<file path="config.mk">
export PLATFORM = sky130hd
export DESIGN_NAME = pkt_proc_mvc_flat
export DESIGN_NICKNAME = d
export VERILOG_FILES = /design/src/rtl/pkt_proc_mvc_if.sv /design/src/rtl/pkt_proc_mvc.sv /design/src/flat_wrapper.sv
export SDC_FILE = /design/constraint.sdc
export NUM_CORES = 1
export LEC_CHECK = 0
export ABC_CLOCK_PERIOD_IN_PS = 2700
export BUFFER_PORTS_ARGS = -buffer_cell sky130_fd_sc_hd__buf_2
export CORE_MARGIN = 8
export CORE_UTILIZATION = 35
export CTS_CLUSTER_SIZE = 14
export DETAILED_ROUTE_END_ITERATION = 10
export GPL_ROUTABILITY_DRIVEN = 0
export GPL_TIMING_DRIVEN = 1
export PLACE_DENSITY = 0.86
export SLEW_MARGIN = 25
export SYNTH_ARGS = -nofsm -noshare
export SYNTH_HDL_FRONTEND = slang
export SYNTH_SLANG_ARGS = --single-unit
</file>
<file path="constraint.sdc">
create_clock -name clk_axi -period 2.7 [get_ports clk_axi]
set_clock_uncertainty 0.2 [all_clocks]
set_input_delay 0.135 -clock clk_axi [delete_from_list [all_inputs] [get_ports clk_axi]]
set_output_delay 0.135 -clock clk_axi [all_outputs]
set_load 0.01 [all_outputs]
</file>
<file path="src/rtl/pkt_proc_mvc_if.sv">
// Signal bundle for pkt_proc_mvc: AXI-side TX/RX beats, router local port and
// RX checker status. The processor takes the slave view, its environment the master.
interface pkt_proc_mvc_if #(
  parameter int NUM_VC      = 2,
  parameter int FLIT_DATA_W = 32,
  parameter int PKT_SZ_W    = 8
);
  localparam int VC_W   = (NUM_VC > 1) ? $clog2(NUM_VC) : 1;
  localparam int FLIT_W = FLIT_DATA_W + 2;

  logic                   tx_valid;
  logic                   tx_ready;
  logic [FLIT_DATA_W-1:0] tx_data;
  logic [VC_W-1:0]        tx_vc;
  logic [PKT_SZ_W-1:0]    tx_pkt_sz;
  logic [NUM_VC-1:0]      tx_busy;

  logic                   noc_tx_valid;
  logic                   noc_tx_ready;
  logic [FLIT_W-1:0]      noc_tx_flit;
  logic [VC_W-1:0]        noc_tx_vc;

  logic                   noc_rx_valid;
  logic                   noc_rx_ready;
  logic [FLIT_W-1:0]      noc_rx_flit;
  logic [VC_W-1:0]        noc_rx_vc;

  logic                   rx_valid;
  logic                   rx_ready;
  logic [FLIT_DATA_W-1:0] rx_data;
  logic [VC_W-1:0]        rx_vc;
  logic                   rx_pkt_done;
  logic [VC_W-1:0]        rx_pkt_vc;
  logic [PKT_SZ_W:0]      rx_pkt_len;
  logic [NUM_VC-1:0]      rx_err;
  logic [NUM_VC-1:0]      rx_err_clr;

  modport slave (
    input  tx_valid, tx_data, tx_vc, tx_pkt_sz,
    output tx_ready, tx_busy,
    output noc_tx_valid, noc_tx_flit, noc_tx_vc,
    input  noc_tx_ready,
    input  noc_rx_valid, noc_rx_flit, noc_rx_vc,
    output noc_rx_ready,
    output rx_valid, rx_data, rx_vc,
    input  rx_ready,
    output rx_pkt_done, rx_pkt_vc, rx_pkt_len, rx_err,
    input  rx_err_clr
  );

  modport master (
    output tx_valid, tx_data, tx_vc, tx_pkt_sz,
    input  tx_ready, tx_busy,
    input  noc_tx_valid, noc_tx_flit, noc_tx_vc,
    output noc_tx_ready,
    output noc_rx_valid, noc_rx_flit, noc_rx_vc,
    input  noc_rx_ready,
    input  rx_valid, rx_data, rx_vc,
    output rx_ready,
    input  rx_pkt_done, rx_pkt_vc, rx_pkt_len, rx_err,
    output rx_err_clr
  );
endinterface

</file>
<file path="src/rtl/pkt_proc_mvc.sv">
// Multi-VC packet processor: frames AXI beats into typed flits per VC and strips
// flit type on receive. Define PKT_PROC_RX_CHK_EN to build the per-VC RX protocol checker.
module pkt_proc_mvc #(
  parameter int NUM_VC      = 2,
  parameter int FLIT_DATA_W = 32,
  parameter int PKT_SZ_W    = 8
) (
  input logic           clk_axi,
  input logic           arst_axi,
  pkt_proc_mvc_if.slave bus
);
  localparam int VC_W   = (NUM_VC > 1) ? $clog2(NUM_VC) : 1;
  localparam int FLIT_W = FLIT_DATA_W + 2;

  typedef enum logic [1:0] {
    HEAD      = 2'b00,
    BODY      = 2'b01,
    TAIL      = 2'b10,
    HEAD_TAIL = 2'b11
  } flit_type_e;

  // ---------------- TX framing ----------------
  logic [NUM_VC-1:0]   tx_busy;
  logic [PKT_SZ_W-1:0] tx_cnt [NUM_VC];
  flit_type_e          tx_type;
  logic                tx_hs;

  assign tx_hs = bus.tx_valid & bus.noc_tx_ready;

  // NOTE: every variable gets a value before any branch, so no latch is inferred.
  always_comb begin
    tx_type = HEAD;
    if (!tx_busy[bus.tx_vc])
      tx_type = (bus.tx_pkt_sz == '0) ? HEAD_TAIL : HEAD;
    else if (tx_cnt[bus.tx_vc] > PKT_SZ_W'(1))
      tx_type = BODY;
    else
      tx_type = TAIL;
  end

  // NOTE: state uses non-blocking assignments so all registers update together at the edge.
  always_ff @(posedge clk_axi or posedge arst_axi) begin
    if (arst_axi) begin
      tx_busy <= '0;
      // NOTE: the per-VC counter array is tiny, so it is reset like ordinary flops.
      for (int v = 0; v < NUM_VC; v++) tx_cnt[v] <= '0;
    end else if (tx_hs) begin
      case (tx_type)
        HEAD: begin
          tx_busy[bus.tx_vc] <= 1'b1;
          tx_cnt[bus.tx_vc]  <= bus.tx_pkt_sz;
        end
        BODY: tx_cnt[bus.tx_vc] <= tx_cnt[bus.tx_vc] - PKT_SZ_W'(1);
        TAIL: begin
          tx_busy[bus.tx_vc] <= 1'b0;
          tx_cnt[bus.tx_vc]  <= '0;
        end
        default: ;
      endcase
    end
  end

  assign bus.tx_ready     = bus.noc_tx_ready;
  assign bus.tx_busy      = tx_busy;
  assign bus.noc_tx_valid = bus.tx_valid;
  assign bus.noc_tx_flit  = {tx_type, bus.tx_data};
  assign bus.noc_tx_vc    = bus.tx_vc;

  // ---------------- RX datapath ----------------
  assign bus.rx_valid     = bus.noc_rx_valid;
  assign bus.noc_rx_ready = bus.rx_ready;
  assign bus.rx_data      = bus.noc_rx_flit[FLIT_DATA_W-1:0];
  assign bus.rx_vc        = bus.noc_rx_vc;

`ifdef PKT_PROC_RX_CHK_EN
  logic [NUM_VC-1:0] rx_in_pkt;
  logic [PKT_SZ_W:0] rx_len [NUM_VC];
  logic [NUM_VC-1:0] rx_err;
  logic [NUM_VC-1:0] rx_err_set;
  logic              rx_done;
  logic [VC_W-1:0]   rx_done_vc;
  logic [PKT_SZ_W:0] rx_done_len;
  logic              rx_hs;
  logic [VC_W-1:0]   rx_v;
  flit_type_e        rx_type;
  logic [PKT_SZ_W:0] rx_len_inc;

  assign rx_hs      = bus.noc_rx_valid & bus.rx_ready;
  assign rx_v       = bus.noc_rx_vc;
  assign rx_type    = flit_type_e'(bus.noc_rx_flit[FLIT_W-1 -: 2]);
  assign rx_len_inc = (rx_len[rx_v] == '1) ? rx_len[rx_v] : rx_len[rx_v] + (PKT_SZ_W+1)'(1);

  // A head while a packet is open, or a body/tail with none open, is a framing error.
  always_comb begin
    rx_err_set = '0;
    if (rx_hs) begin
      case (rx_type)
        HEAD, HEAD_TAIL: rx_err_set[rx_v] = rx_in_pkt[rx_v];
        default:         rx_err_set[rx_v] = ~rx_in_pkt[rx_v];
      endcase
    end
  end

  always_ff @(posedge clk_axi or posedge arst_axi) begin
    if (arst_axi) begin
      rx_in_pkt   <= '0;
      for (int v = 0; v < NUM_VC; v++) rx_len[v] <= '0;
      rx_err      <= '0;
      rx_done     <= 1'b0;
      rx_done_vc  <= '0;
      rx_done_len <= '0;
    end else begin
      rx_done <= 1'b0;
      rx_err  <= (rx_err & ~bus.rx_err_clr) | rx_err_set;
      if (rx_hs) begin
        case (rx_type)
          HEAD: begin
            rx_in_pkt[rx_v] <= 1'b1;
            rx_len[rx_v]    <= (PKT_SZ_W+1)'(1);
          end
          BODY: if (rx_in_pkt[rx_v]) rx_len[rx_v] <= rx_len_inc;
          TAIL: if (rx_in_pkt[rx_v]) begin
            rx_in_pkt[rx_v] <= 1'b0;
            rx_done         <= 1'b1;
            rx_done_vc      <= rx_v;
            rx_done_len     <= rx_len_inc;
          end
          HEAD_TAIL: begin
            rx_in_pkt[rx_v] <= 1'b0;
            rx_done         <= 1'b1;
            rx_done_vc      <= rx_v;
            rx_done_len     <= (PKT_SZ_W+1)'(1);
          end
          default: ;
        endcase
      end
    end
  end

  assign bus.rx_pkt_done = rx_done;
  assign bus.rx_pkt_vc   = rx_done_vc;
  assign bus.rx_pkt_len  = rx_done_len;
  assign bus.rx_err      = rx_err;
`else
  logic unused_rx_chk;
  assign unused_rx_chk   = ^{bus.rx_err_clr, bus.noc_rx_flit[FLIT_W-1 -: 2]};
  assign bus.rx_pkt_done = 1'b0;
  assign bus.rx_pkt_vc   = '0;
  assign bus.rx_pkt_len  = '0;
  assign bus.rx_err      = '0;
`endif

endmodule

</file>
<file path="src/flat_wrapper.sv">
// flat-port wrapper written by rule: the top's interface ports become plain ports
module pkt_proc_mvc_flat 
#(
  parameter int NUM_VC      = 2,
  parameter int FLIT_DATA_W = 32,
  parameter int PKT_SZ_W    = 8
)
  (clk_axi, arst_axi, bus_tx_valid, bus_tx_data, bus_tx_vc, bus_tx_pkt_sz, bus_tx_ready, bus_tx_busy, bus_noc_tx_valid, bus_noc_tx_flit, bus_noc_tx_vc, bus_noc_tx_ready, bus_noc_rx_valid, bus_noc_rx_flit, bus_noc_rx_vc, bus_noc_rx_ready, bus_rx_valid, bus_rx_data, bus_rx_vc, bus_rx_ready, bus_rx_pkt_done, bus_rx_pkt_vc, bus_rx_pkt_len, bus_rx_err, bus_rx_err_clr);
  pkt_proc_mvc_if #(.NUM_VC(NUM_VC), .FLIT_DATA_W(FLIT_DATA_W), .PKT_SZ_W(PKT_SZ_W)) bus_i ();
  input logic clk_axi;
  input logic arst_axi;
  input wire logic [$bits(bus_i.tx_valid)-1:0] bus_tx_valid;
  input wire logic [$bits(bus_i.tx_data)-1:0] bus_tx_data;
  input wire logic [$bits(bus_i.tx_vc)-1:0] bus_tx_vc;
  input wire logic [$bits(bus_i.tx_pkt_sz)-1:0] bus_tx_pkt_sz;
  output wire logic [$bits(bus_i.tx_ready)-1:0] bus_tx_ready;
  output wire logic [$bits(bus_i.tx_busy)-1:0] bus_tx_busy;
  output wire logic [$bits(bus_i.noc_tx_valid)-1:0] bus_noc_tx_valid;
  output wire logic [$bits(bus_i.noc_tx_flit)-1:0] bus_noc_tx_flit;
  output wire logic [$bits(bus_i.noc_tx_vc)-1:0] bus_noc_tx_vc;
  input wire logic [$bits(bus_i.noc_tx_ready)-1:0] bus_noc_tx_ready;
  input wire logic [$bits(bus_i.noc_rx_valid)-1:0] bus_noc_rx_valid;
  input wire logic [$bits(bus_i.noc_rx_flit)-1:0] bus_noc_rx_flit;
  input wire logic [$bits(bus_i.noc_rx_vc)-1:0] bus_noc_rx_vc;
  output wire logic [$bits(bus_i.noc_rx_ready)-1:0] bus_noc_rx_ready;
  output wire logic [$bits(bus_i.rx_valid)-1:0] bus_rx_valid;
  output wire logic [$bits(bus_i.rx_data)-1:0] bus_rx_data;
  output wire logic [$bits(bus_i.rx_vc)-1:0] bus_rx_vc;
  input wire logic [$bits(bus_i.rx_ready)-1:0] bus_rx_ready;
  output wire logic [$bits(bus_i.rx_pkt_done)-1:0] bus_rx_pkt_done;
  output wire logic [$bits(bus_i.rx_pkt_vc)-1:0] bus_rx_pkt_vc;
  output wire logic [$bits(bus_i.rx_pkt_len)-1:0] bus_rx_pkt_len;
  output wire logic [$bits(bus_i.rx_err)-1:0] bus_rx_err;
  input wire logic [$bits(bus_i.rx_err_clr)-1:0] bus_rx_err_clr;
  assign bus_i.tx_valid = bus_tx_valid;
  assign bus_i.tx_data = bus_tx_data;
  assign bus_i.tx_vc = bus_tx_vc;
  assign bus_i.tx_pkt_sz = bus_tx_pkt_sz;
  assign bus_tx_ready = bus_i.tx_ready;
  assign bus_tx_busy = bus_i.tx_busy;
  assign bus_noc_tx_valid = bus_i.noc_tx_valid;
  assign bus_noc_tx_flit = bus_i.noc_tx_flit;
  assign bus_noc_tx_vc = bus_i.noc_tx_vc;
  assign bus_i.noc_tx_ready = bus_noc_tx_ready;
  assign bus_i.noc_rx_valid = bus_noc_rx_valid;
  assign bus_i.noc_rx_flit = bus_noc_rx_flit;
  assign bus_i.noc_rx_vc = bus_noc_rx_vc;
  assign bus_noc_rx_ready = bus_i.noc_rx_ready;
  assign bus_rx_valid = bus_i.rx_valid;
  assign bus_rx_data = bus_i.rx_data;
  assign bus_rx_vc = bus_i.rx_vc;
  assign bus_i.rx_ready = bus_rx_ready;
  assign bus_rx_pkt_done = bus_i.rx_pkt_done;
  assign bus_rx_pkt_vc = bus_i.rx_pkt_vc;
  assign bus_rx_pkt_len = bus_i.rx_pkt_len;
  assign bus_rx_err = bus_i.rx_err;
  assign bus_i.rx_err_clr = bus_rx_err_clr;
  pkt_proc_mvc #(.NUM_VC(NUM_VC), .FLIT_DATA_W(FLIT_DATA_W), .PKT_SZ_W(PKT_SZ_W)) u_core (.clk_axi(clk_axi), .arst_axi(arst_axi), .bus(bus_i));
endmodule
</file>
==> results of run 1 <==
[metrics by stage]
| stage | setup slack [ns] | cells |
|---|---|---|
| 2_1_floorplan | 0.113 | 251 |
| 3_3_place_gp | 0.312 | 255 |
| 3_5_place_dp | 0.254 | 255 |
| 4_1_cts | 0.148 | 266 |
| 5_1_grt | 0.00928 | 266 |
| 6_report | 0.169 | 266 |
[power breakdown]
part	internal [mW]	switching [mW]	leakage (nW)	total (mW)
clock	0.130	0.102	0.0288	0.232
combinational	0.320	0.375	0.476	0.695
sequential	0.386	0.171	0.218	0.557
total	0.836	0.648	0.723	1.48
[path summary, 6_finish.rpt]
check                            startpoint                         end  slack [ns]
min                        bus_tx_pkt_sz[6]                   flip-flop        0.02
min in group asynchronous          arst_axi  asynchronous set/reset pin        0.32
min reg2reg                       flip-flop                   flip-flop        0.32
max reg2reg                       flip-flop                   flip-flop        0.23
max                        bus_tx_pkt_sz[3]         bus_noc_tx_flit[33]        0.17
max in group asynchronous          arst_axi  asynchronous set/reset pin        1.53
[routing by layer]
metal	GRT usage (%)	vias to the layer above	share of wire, %
li1	-	654	-
met1	11.1	708	39
met2	17.0	86	49
met3	1.98	23	9.2
met4	8.32	0	3.3
met5	0	-	0
[critical path: cells and delay by family]
family                 cells  cell delay, ns
AND/OR/NAND/NOR            3            1.08
buffers and inverters      3            0.85
AO/OA/AOI/OAI              1            0.12
[timing repair]
| action | CTS | global route |
|---|---|---|
| resized for setup | 0 | 3 |
| hold buffers | 7 | 0 |
| endpoints found under the hold margin | 24 | 0 |
| endpoints found under the setup margin | 0 | 1 |
[cell families after synthesis]
family	after synthesis	synth area share, %
and+or+nand+nor	60	17.3
other	1	0.190
adders and majority gates	3	1.90
DFF	18	22.8
buffers and inverters	94	34.1
muxes	6	3.36
AOI/OAI and AO/OA	53	18.6
xor gates and xnor gates	4	1.77
[placed cells by master (no fill, tap or decap), drive strengths merged, types with 3 or more instances in the layout]
cell         netlist  layout
a21oi             11      11
a22oi              6       6
and3               3       3
buf               86      21
clkbuf             3       4
conb               1      13
dfrtp             18      18
dlygate4sd3        0       7
ha                 3       3
inv                5       5
mux2i              4       4
nand2             17      17
nand2b             3       3
nand3              3       3
nand3b             3       3
nor2              11      11
nor3               5       5
o21ai             13      13
or3                3       3
or4                4       4
[layout make-up]
| cell class | count | share of cell area [%] |
|---|---|---|
| Inverter | 5 | 1.10 |
| Sequential cell | 18 | 26.5 |
| Multi-Input combinational cell | 139 | 53.3 |
| Tap cell | 72 | 5.29 |
| Clock buffer | 4 | 3.24 |
| Timing Repair Buffer | 28 | 10.6 |
==> results.md, run 1 <==
Outcome:
- The flow ran to the end, and the final reports show no timing, DRC or antenna violations.

Timing:
- The count of endpoints failing hold in the final timing report was 0.
- The worst hold margin is 0.0209 ns.
- Setup violations remaining at the end of the flow were counted as 0.
- The smallest clock period supported by the final layout is computed as 2.53 ns.
- The actual transition at the worst max-transition pin is 0.704 ns.
- The highest attainable clock frequency is 395 MHz.
- The worst relative slew slack is 53.0%.
- The final period utilization is 93.8%.
- Setup repair after global routing left no endpoint under its margin.
- The final-layout setup total negative slack is 0 ns.
- The final number of max-transition violations is 0.

Run:
- The tool flagged a number of max-cap violations equal to 0.

Layout:
- Compared with the post-synthesis result, the final layout area differs by -13.9%.
- For this run, the post-layout net count is 282.
- The utilization after layout is 31.1%.
- The multi-input combinational cell area is 907 um2.
- The filler cells instantiated in the layout total 587.
- The antenna cell count is 0.
- The cell area after layout is 1700 um2.
- The post-route netlist has 19.6% of its cells at a drive strength greater than 1.
- The register cell area after layout is 450 um2.

Pwr:
- Power comes to 1.48 mW.
- The worst supply voltage drop on vdd is 287 uV.
- The reported leakage power is 0.723 nW.
- The total power density per cell area is 872 nW/um2.

Yosys:
- The cell count after synthesis came out at 239.
- The average size of a mapped cell is 8.27 um2.
- After synthesis, the cell types taking the most area are buf_4, dfrtp_1, nand2_1.
- Summing every instance area after synthesis gives 1980 um2.
- The number of distinct library cell variants in the gate-level netlist after synthesis is 52.
- Yosys mapped a number of flops with a built-in enable equal to 0.
- Of all flip-flops after synthesis, the portion carrying an async set or reset was 100%.
- The commonest cells after synthesis are buf_4, dfrtp_1, nand2_1.
- The dominant cell by count in the synthesized netlist is buf_4.
- The most used flip-flop cell after synthesis is dfrtp_1.
- The Yosys step of the flow raised 0 warnings.
- The number of synthesized register bits is 18.
- The largest total area in the synthesized netlist belongs to buf_4.
- The top-area cell type share of the netlist area is 31.5%.
- Summing the sequential cell areas from Yosys gives 22.8% of the chip area.

GRT:
- The number of antenna violations at the first check in global routing was 0.
- Summed over all layers, the global routing overflow is 0.
- The global-route total usage across every layer is 10.2%.
- The first global-routing pass estimated 7210 um of wire.
- Entering global routing, the biggest net connects 19 pins.
- The via count of the first global-routing pass is 1512.

Hold path:
- The tightest min-delay check is of the in -> reg type.
- The number of cells on the worst hold path is 3.

Place:
- The post-placement cell area is 1570 um2.
- Detailed placement ended at an HPWL of 3300 um.
- The count of input and output buffers is 19.

Die:
- The boundary pin count is 171.
- The die width is 91.1 um.
- The floorplan has 27 rows.
- For this configuration, the core starts out at a cell density of 36.1%.
- The floorplan step defined a die boundary enclosing 8300 um2.
- The core region is 5470 um2.
- In this run the vertical extent of the chip is 91.1 um.

Setup path:
- The critical path goes through dlygate4sd3_1 -> buf_2 -> or4_1 -> nor2_1 -> nand2_1 -> o21ai_0 -> buf_2.
- The critical path in this run is classified as in -> out.
- The cell type of the slowest stage on the worst timing path is or4_1.
- Data on the critical path is required at its endpoint by 2.37 ns.
- Data arrives at the worst endpoint at 2.20 ns.
- The worst setup path is launched from an input pin.
- The cell that appears most often on the critical path is buf_2.
- In this run the worst path has a maximum fanout of 6.
- The element type at the critical path end is an output pin.
- The critical path's largest stage delay is 0.56 ns.
- The number of cells on the worst reg-to-reg path is 8.

Routing:
- Detailed routing inserted a total of 1471 vias.
- The average routed wire per standard cell is 16.5 um.
- After detailed routing, the number of remaining DRC violations is 0.
- The post-detailed-route count of antenna-violating nets is 0.
- The number of iterations in the first detailed-routing pass is 4.
- The total detailed-routing wirelength is 4390 um.
- In the routed layout, each cell is associated on average with a via count of 5.53.
- The number of violations reported at the end of detailed-routing iteration 0 is 91.

Clock network:
- The CTS root buffer is clkbuf_8.
- In this run the number of H-tree levels came out at 1.
- At the later pin of the worst-skew pair, clock insertion delay measures 0.26 ns.
- TritonCTS built the clock tree.
- The number of buffers created by CTS is 3.
- CTS saw 18 sinks.
- The largest buffer count on any clock path is 2.
- In this run the post-CTS setup repair buffer count came out at 0.
- After clock tree synthesis, the clock-pin slew on the worst setup and hold paths is 0.08 ns.
Note: power is estimated with default switching activity, not from simulation.
==> run 2, diff against run 1 <==
Settings changed: ABC_AREA from default to 1, PLACE_DENSITY 0.86 to 0.83.
==> run 2 against run 1 <==
  * Critical path depth increased by 4
  * Hold slack worse by 0.015 ns
  * Fmax increased by 1.2%
  * Power is 0.33% lower
  * Global-route usage grew 0.22 points
==> results.md, run 2 <==
Setup path:
- The critical path data required time is 2.37 ns (about the same).
- The critical-path maximum fanout is 9 (+3).
- The element type at the critical path end is an output pin.
- The critical path's largest stage delay is 0.41 ns (-0.15 ns).
- The count of buffering cells on the critical path with inverters included is 3 (unchanged).
- Traced cell by cell, the critical path runs through nand2_1 -> o21ai_2 -> inv_1 -> ha_1 -> nor2_1 -> nor3_2 -> nand2_4 -> nand2_2 -> inv_2 -> nor2_1 -> buf_2.
- The cell family contributing the most delay on the critical path is simple AND/OR/NAND/NOR gates.
- The startpoint-to-endpoint class of the critical path is reg -> out.
- The data arrival time of the critical path is 2.17 ns (-0.03 ns).
- The largest individual stage delay along the critical path comes from the cell dfrtp_1.
- The element type at the critical path start is a flip-flop.
- The library cell appearing most often on the critical path is nor2_1.
- The register-to-register setup slack is 0.46 ns (+0.23 ns).

Place:
- The count of input and output buffers was 19 (unchanged).
- The number of cells in the design after placement came to 360 (+41%).
- The worst-case setup slack after placement came to 0.332 ns (+0.0780 ns).
- The post-placement cell area is 1810 um2 (+15%).
- The placed wire-length estimate after detailed placement is 3530 um (+7.0%).

Outcome:
- The flow ran to the end, and the final reports show no timing, DRC or antenna violations.

Clock network:
- The number of post-CTS setup repair buffers came to 0 (unchanged).
- TritonCTS built the clock tree.
- The tree is rooted in a clkbuf_8.
- The clock sink count is 18 (unchanged).
- The total number of H-tree levels came to 1 (unchanged).
- The largest buffer count on any clock path is 2 (unchanged).
- The clock transition time at the flip-flop clock pins of the worst setup and hold paths was 0.08 ns (about the same).
- The clock network latency to the later pin of the worst-skew pair is 0.26 ns (about the same).
- The number of buffers created by CTS is 3 (unchanged).

Layout:
- The utilization after layout is 30.1% (-1.0 points).
- The filler cell count is 668 (+14%).
- The layout net count is 376 (+33%).
- The non-filler instance count after layout was 365 (+37%).
- The share of post-route cells with drive strength above 1 is 14.9% (-4.7 points).
- Leaving out fill and tap cells, the most frequent cells in the layout are nand2_1, inv_1, nand3_1.
- The antenna cell count is 0 (unchanged).
- From synthesis to final layout, the design area changed by -15.1%.
- The cell area after layout is 1880 um2 (+10%).
- Leaving out fill and tap cells, the most frequent cell in the layout is nand2_1.

Timing:
- The final number of max-transition violations is 0 (unchanged).
- The number of failing setup endpoints in the final timing report was 0 (unchanged).
- The highest attainable clock frequency is 400 MHz (+1.2%).
- The final period utilization came to 92.6% (-1.2 points).
- The worst relative slew slack is 50.6% (-2.5 points).
- The actual transition at the worst max-transition pin is 0.741 ns (+0.0369 ns).
- The minimum clock period after layout came to 2.50 ns (-0.0311 ns).
- Setup repair after global routing left no endpoint under its margin.
- The count of endpoints failing hold in the final timing report is 0 (unchanged).
- The final-layout setup total negative slack came to 0 ns (unchanged).
- The worst hold margin is 0.00626 ns (-0.0146 ns).
- The post-route worst setup slack is 0.200 ns (+0.0311 ns).

Yosys:
- The average size of a mapped cell is 6.53 um2 (-21%).
- The cell taking the most area after synthesis is buf_4.
- The commonest cells after synthesis are buf_4, nand2_1, inv_1, nand3_1, dfrtp_1.
- The number of synthesized flops with an enable pin is 0 (unchanged).
- The post-synthesis cell count came to 338 (+41%).
- The most used flip-flop cell after synthesis is dfrtp_1.
- The number of synthesized register bits is 18 (unchanged).
- The dominant cell by count in the synthesized netlist is buf_4.
- The cell area after synthesis is 2210 um2 (+12%).
- The async set-or-reset flop fraction in the synthesized netlist is 100% (unchanged).
- After synthesis, the cell types taking the most area are buf_4, dfrtp_1, nand2_1.
- The top-area cell type share of the netlist area came to 29.9% (-1.6 points).
- The number of distinct library cell variants in the gate-level netlist after synthesis is 30 (-42%).
- The sequential cell area fraction in the yosys report is 20.4% (-2.4 points).
- The yosys synthesis warning count is 0 (unchanged).

Hold path:
- The tightest min-delay check is of the in -> reg type.

Die:
- The number of cell rows came to 29 (+7.4%).
- The overall die area is 9110 um2 (+9.7%).
- The effective utilization at floorplan is 35.4% (-0.71 points).
- The floorplan core area is 6240 um2 (+14%).
- The height of the chip is 95.4 um (+4.7%).
- The die width is 95.4 um (+4.7%).
- The boundary pin count was 171 (unchanged).

Pwr:
- The worst supply voltage drop on vdd was 476 uV (+66%).
- The reported leakage power is 1.05 nW (+46%).
- The switching power is 0.696 mW (+7.3%).
- The total power density per cell area is 789 nW/um2 (-9.6%).
- The internal portion of total power is 0.783 mW (-6.2%).
- The sequential power share came to 31.5% (-6.0 points).
- The total power after layout came to 1.48 mW (-0.33%).
- The proportion of power drawn by the clock network is 16.1% (+0.4 points).
- The relative contribution of combinational cells to total power is 52.5% (+5.7 points).
- The switching part of the total is 47.0% (+3.3 points).

Routing:
- The total detailed-routing wirelength is 4750 um (+8.2%).
- The number of iterations in the first detailed-routing pass is 4 (unchanged).
- The post-detailed-route via-to-cell ratio was 4.88 (-12%).
- The total via count in the routed design is 1783 (+21%).
- The remaining routing DRC violations is 0 (unchanged).
- The number of violations reported at the end of detailed-routing iteration 0 is 146 (+60%).
- The average routed wire per standard cell is 13.0 um (-21%).
- The post-detailed-route count of antenna-violating nets is 0 (unchanged).

GRT:
- The first-pass GRT wire length was 7690 um (+6.7%).
- The met3 track utilization from global routing is 2.60% (+0.62 points).
- The global-route total usage across every layer was 10.4% (+0.22 points).
- The global-route met1 utilization is 12.8% (+1.7 points).
- The number of antenna violations at the first check in global routing was 0 (unchanged).
- The busiest metal layer after global routing is met2.
- The total global routing overflow is 0 (unchanged).
- The global-route met2 utilization is 15.9% (-1.2 points).
- The via count of the first global-routing pass is 1678 (+11%).
- The largest net degree at the start of global routing is 21 (+2).

Run:
- The count of max-cap constraint violations is 0 (unchanged).
[run 2: cell types whose count changed in the layout (fill, tap and decap cells not counted), sizes merged, moves of 6 or more]
| cell | change |
|---|---|
| nand2 | +62 |
| inv | +41 |
| nand3 | +40 |
| nor2 | +7 |
| dlygate4sd3 | -6 |
[run 2: metal layers]
metal | up-vias | wire length [um]
met5 | - | 0
met4 | 0 | 172
met3 | 30 | 451
met2 | 92 | 2140
met1 | 796 | 1980
li1 | 865 | -
[run 2: worst min-delay path: stages]
cell and delay, ns:
buf_2 0.09, a21oi_1 0.06, nand3_1 0.07, nand2_1 0.04, inv_1 0.04
[run 2: final cells by class]
cell class	instances	area (um2)	area share (%)
multi-input cells	196	963	51.4
inverters	46	175	9.34
flip-flops and latches	18	450	24.0
clock buffers	4	55.1	2.94
repair buffers	24	135	7.20
well taps	77	96.3	5.14
[run 2: path summary, 6_finish.rpt]
check / depth (start not counted) / from / to
worst max-delay path: 11 / flip-flop / bus_noc_tx_flit[33]
worst min-delay path: 5 / bus_tx_pkt_sz[5] / flip-flop
worst max register to register: 13 / flip-flop / flip-flop
worst min register to register: 2 / flip-flop / flip-flop
max in group asynchronous: 3 / arst_axi / asynchronous set/reset pin
min in group asynchronous: 3 / arst_axi / asynchronous set/reset pin
[run 2: cell families (layout without fill, tap and decap cells)]
group                      Yosys count  in the layout  synth area share [%]
adders and majority gates            3              3                  1.70
other                                1             13                 0.170
buffers and inverters              136             74                  38.2
AOI/OAI and AO/OA                   32             32                  8.10
xor gates and xnor gates             1              1                 0.397
and+or+nand+nor                    147            147                  31.0
DFF                                 18             18                  20.4
[run 2: power by group through the flow]
| stage | Combinational, mW | Clock (mW) | Sequential [mW] |
|---|---|---|---|
| 2_1_floorplan | 0.706 | 0 | 0.455 |
| 3_3_place_gp | 0.733 | 0 | 0.463 |
| 3_5_place_dp | 0.759 | 0 | 0.468 |
| 4_1_cts | 0.766 | 0.236 | 0.464 |
| 5_1_grt | 0.886 | 0.248 | 0.480 |
| 6_report | 0.776 | 0.238 | 0.465 |
[run 2: repair_timing]
item | in CTS | in global routing
setup endpoints to repair | 0 | 1
hold buffers | 1 | 0
resized for setup | 0 | 1
endpoints found under the hold margin | 18 | 0
==> run 3, diff against run 2 <==
Settings changed: PLACE_DENSITY 0.83 to 0.74.
==> run 3 against run 2 <==
  * First-iteration DRC count fell by 12%
  * Sequential power barely moved
  * Cell area rose by 1.0%
  * Flip-flop and latch count did not move
  * Routed wire length rose by 3.8%
  * Via count fell by 3.2%
  * Worst setup slack got worse by 0.0093 ns
  * Clock power barely moved
  * Global-route usage rose by 0.67 points
  * Cell count rose by 0.27%
  * Clock-buffer cell count did not move
  * Critical path type unchanged
  * Largest cell class unchanged
  * Largest power group unchanged
==> results.md, run 3 (synthesized netlist as in run 2, its figures left out) <==
Outcome:
- The run finished with clean final reports.

Clock network:
- The CTS root buffer is clkbuf_8.
- The clock transition time at the flip-flop clock pins of the worst setup and hold paths is 0.08 ns (about the same).
- The clock network latency to the later pin of the worst-skew pair is 0.27 ns (about the same).
- The largest buffer count on any clock path is 2 (unchanged).
- The clock sink count is 18 (unchanged).
- The CTS tree is done.
- The number of buffers created by CTS was 3 (unchanged).
- The total number of H-tree levels is 1 (unchanged).

Timing:
- Setup repair after global routing left no endpoint under its margin.
- The minimum clock period after layout was 2.51 ns (+0.00930 ns).
- The final-layout setup total negative slack is 0 ns (unchanged).
- The highest attainable clock frequency is 398 MHz (-0.37%).
- The final number of max-transition violations is 0 (unchanged).
- The count of endpoints failing hold in the final timing report is 0 (unchanged).
- The number of failing setup endpoints in the final timing report came to 0 (unchanged).
- The worst relative slew slack was 50.5% (about the same).
- The actual transition at the worst max-transition pin is 0.741 ns (+0.000671 ns).
- The worst hold margin is 0.0103 ns (+0.00406 ns).
- The final period utilization was 92.9% (+0.34 points).

Routing:
- The post-detailed-route count of antenna-violating nets is 0 (unchanged).
- The number of violations reported at the end of detailed-routing iteration 0 is 129 (-12%).
- The average routed wire per standard cell was 13.5 um (+3.5%).
- The total via count in the routed design is 1726 (-3.2%).
- The remaining routing DRC violations was 0 (unchanged).
- The number of iterations in the first detailed-routing pass is 5 (+1).
- The total detailed-routing wirelength was 4930 um (+3.8%).
- The post-detailed-route via-to-cell ratio is 4.72 (-3.5%).

Setup path:
- STA classifies the critical path startpoint as a flip-flop.
- The number of cells on the worst reg-to-reg path is 11 (-2).
- The critical-path maximum fanout came to 9 (unchanged).
- The data arrival time of the critical path came to 2.17 ns (about the same).
- The signal on the critical path passes through inv_1 -> o21ai_1 -> inv_1 -> ha_4 -> nor2_1 -> nor3_2 -> nand2_4 -> nand2_2 -> inv_2 -> nor2_1 -> buf_2.
- The critical path's largest stage delay came to 0.35 ns (-0.06 ns).
- The count of buffering cells on the critical path with inverters included came to 4 (+1).
- The critical path data required time came to 2.37 ns (about the same).
- The register-to-register setup slack is 0.43 ns (-0.03 ns).
- STA classifies the critical path endpoint as an output pin.
- The critical path is of the reg -> out type.
- The kind of cell with the highest combined delay along the critical path is buffers and inverters.
- Among all stages on the critical path, the largest delay is contributed by dfrtp_1.

Die:
- The boundary pin count came to 171 (unchanged).
- The floorplan core area is 6240 um2 (unchanged).
- The overall die area is 9110 um2 (unchanged).
- The number of cell rows is 29 (unchanged).
- The height of the chip is 95.4 um (unchanged).
- The die width came to 95.4 um (unchanged).
- The effective utilization at floorplan came to 35.4% (unchanged).

Run:
- The count of max-cap constraint violations came to 0 (unchanged).

Place:
- The placed wire-length estimate after detailed placement came to 3700 um (+4.8%).
- The number of cells in the design after placement was 360 (unchanged).
- The count of input and output buffers is 19 (unchanged).

GRT:
- The met3 track utilization from global routing was 3.15% (+0.55 points).
- The first-pass GRT wire length is 8030 um (+4.4%).
- The global-route total usage across every layer is 11.1% (+0.67 points).
- The busiest metal layer after global routing is met2.
- The via count of the first global-routing pass was 1760 (+4.9%).
- The total global routing overflow was 0 (unchanged).
- The global-route met2 utilization is 17.2% (+1.3 points).
- The global-route met1 utilization is 12.3% (-0.42 points).
- The number of antenna violations at the first check in global routing came to 0 (unchanged).
- The largest net degree at the start of global routing is 19 (-9.5%).

Layout:
- Compared with the post-synthesis result, the final layout area differs by -14.2%.
- The most common library cell in the layout ignoring fill and taps is nand2_1.
- The antenna cell count is 0 (unchanged).
- The layout net count is 377 (+0.27%).
- The filler cell count is 703 (+5.2%).
- The share of post-route cells with drive strength above 1 came to 14.9% (-0.052 points).
- The non-filler instance count after layout was 366 (+0.27%).
- The library cells used most frequently in the layout, excluding fill and tap cells, are nand2_1, inv_1, nand3_1.
- The utilization after layout was 30.4% (+0.30 points).

Pwr:
- The reported leakage power is 1.06 nW (+0.25%).
- The worst supply voltage drop on vdd is 508 uV (+6.7%).
- The total power density per cell area is 794 nW/um2 (+0.69%).

Hold path:
- The path class of the tightest hold or removal check is in -> reg.
- The hold path startpoint is bus_tx_pkt_sz[5].
- The number of cells on the worst hold path is 5 (unchanged).
## run 3: cell types whose count changed in the layout (fill, tap and decap cells not counted)
cell           delta
dlygate4sd3_1     +1
ha_1              -1
ha_4              +1
o21ai_1           +1
o21ai_2           -1
## run 3: metrics by stage
step                      setup slack [ns]  cell area [um2]  power, mW
after floorplan                      0.755             2250       1.16
after global placement               0.443             1810       1.21
after detailed placement             0.363             1810       1.24
after CTS                            0.115             1880       1.48
after global routing                0.0430             1890       1.65
final                                0.190             1890       1.50
## run 3: worst max-delay path by stage
stage,depth (start not counted),startpoint,to
6_report,11,flip-flop,bus_noc_tx_flit[33]
3_5_place_dp,12,bus_tx_vc,flip-flop
2_1_floorplan,13,flip-flop,flip-flop
4_1_cts,11,flip-flop,bus_noc_tx_flit[33]
5_1_grt,11,flip-flop,bus_noc_tx_flit[33]
3_3_place_gp,11,bus_tx_vc,bus_noc_tx_flit[33]
## run 3: cell type report
cell class | count | area, um2 | share of cell area (%)
Clock buffer | 4 | 55.1 | 2.91
Inverter | 46 | 175 | 9.25
Multi-Input combinational cell | 196 | 972 | 51.3
Sequential cell | 18 | 450 | 23.8
Tap cell | 77 | 96.3 | 5.09
Timing Repair Buffer | 25 | 145 | 7.66
## run 3: where the power goes
group          switching [mW]  total [mW]  internal [mW]  leakage (nW)
Sequential             0.0771       0.466          0.388         0.202
Combinational           0.523       0.800          0.277         0.825
Clock                   0.109       0.239          0.130        0.0288
## run 3: worst min-delay path, delay by kind of cell
kind	cells	cell delay (ns)
AO/OA/AOI/OAI	1	0.06
buffers and inverters	2	0.14
AND/OR/NAND/NOR	2	0.13
## run 3: metal layers
layer  share of wire, %  vias to the layer above
li1                   -                      859
met1                 41                      773
met2                 47                       64
met3                7.7                       30
met4                4.5                        0
met5                  0                        -
## run 3: timing repair
action                     in CTS  in global routing
hold endpoints to repair       19                  0
buffers inserted                0                  0
hold buffers                    2                  0
resized for setup               0                  2
setup endpoints to repair       0                  1
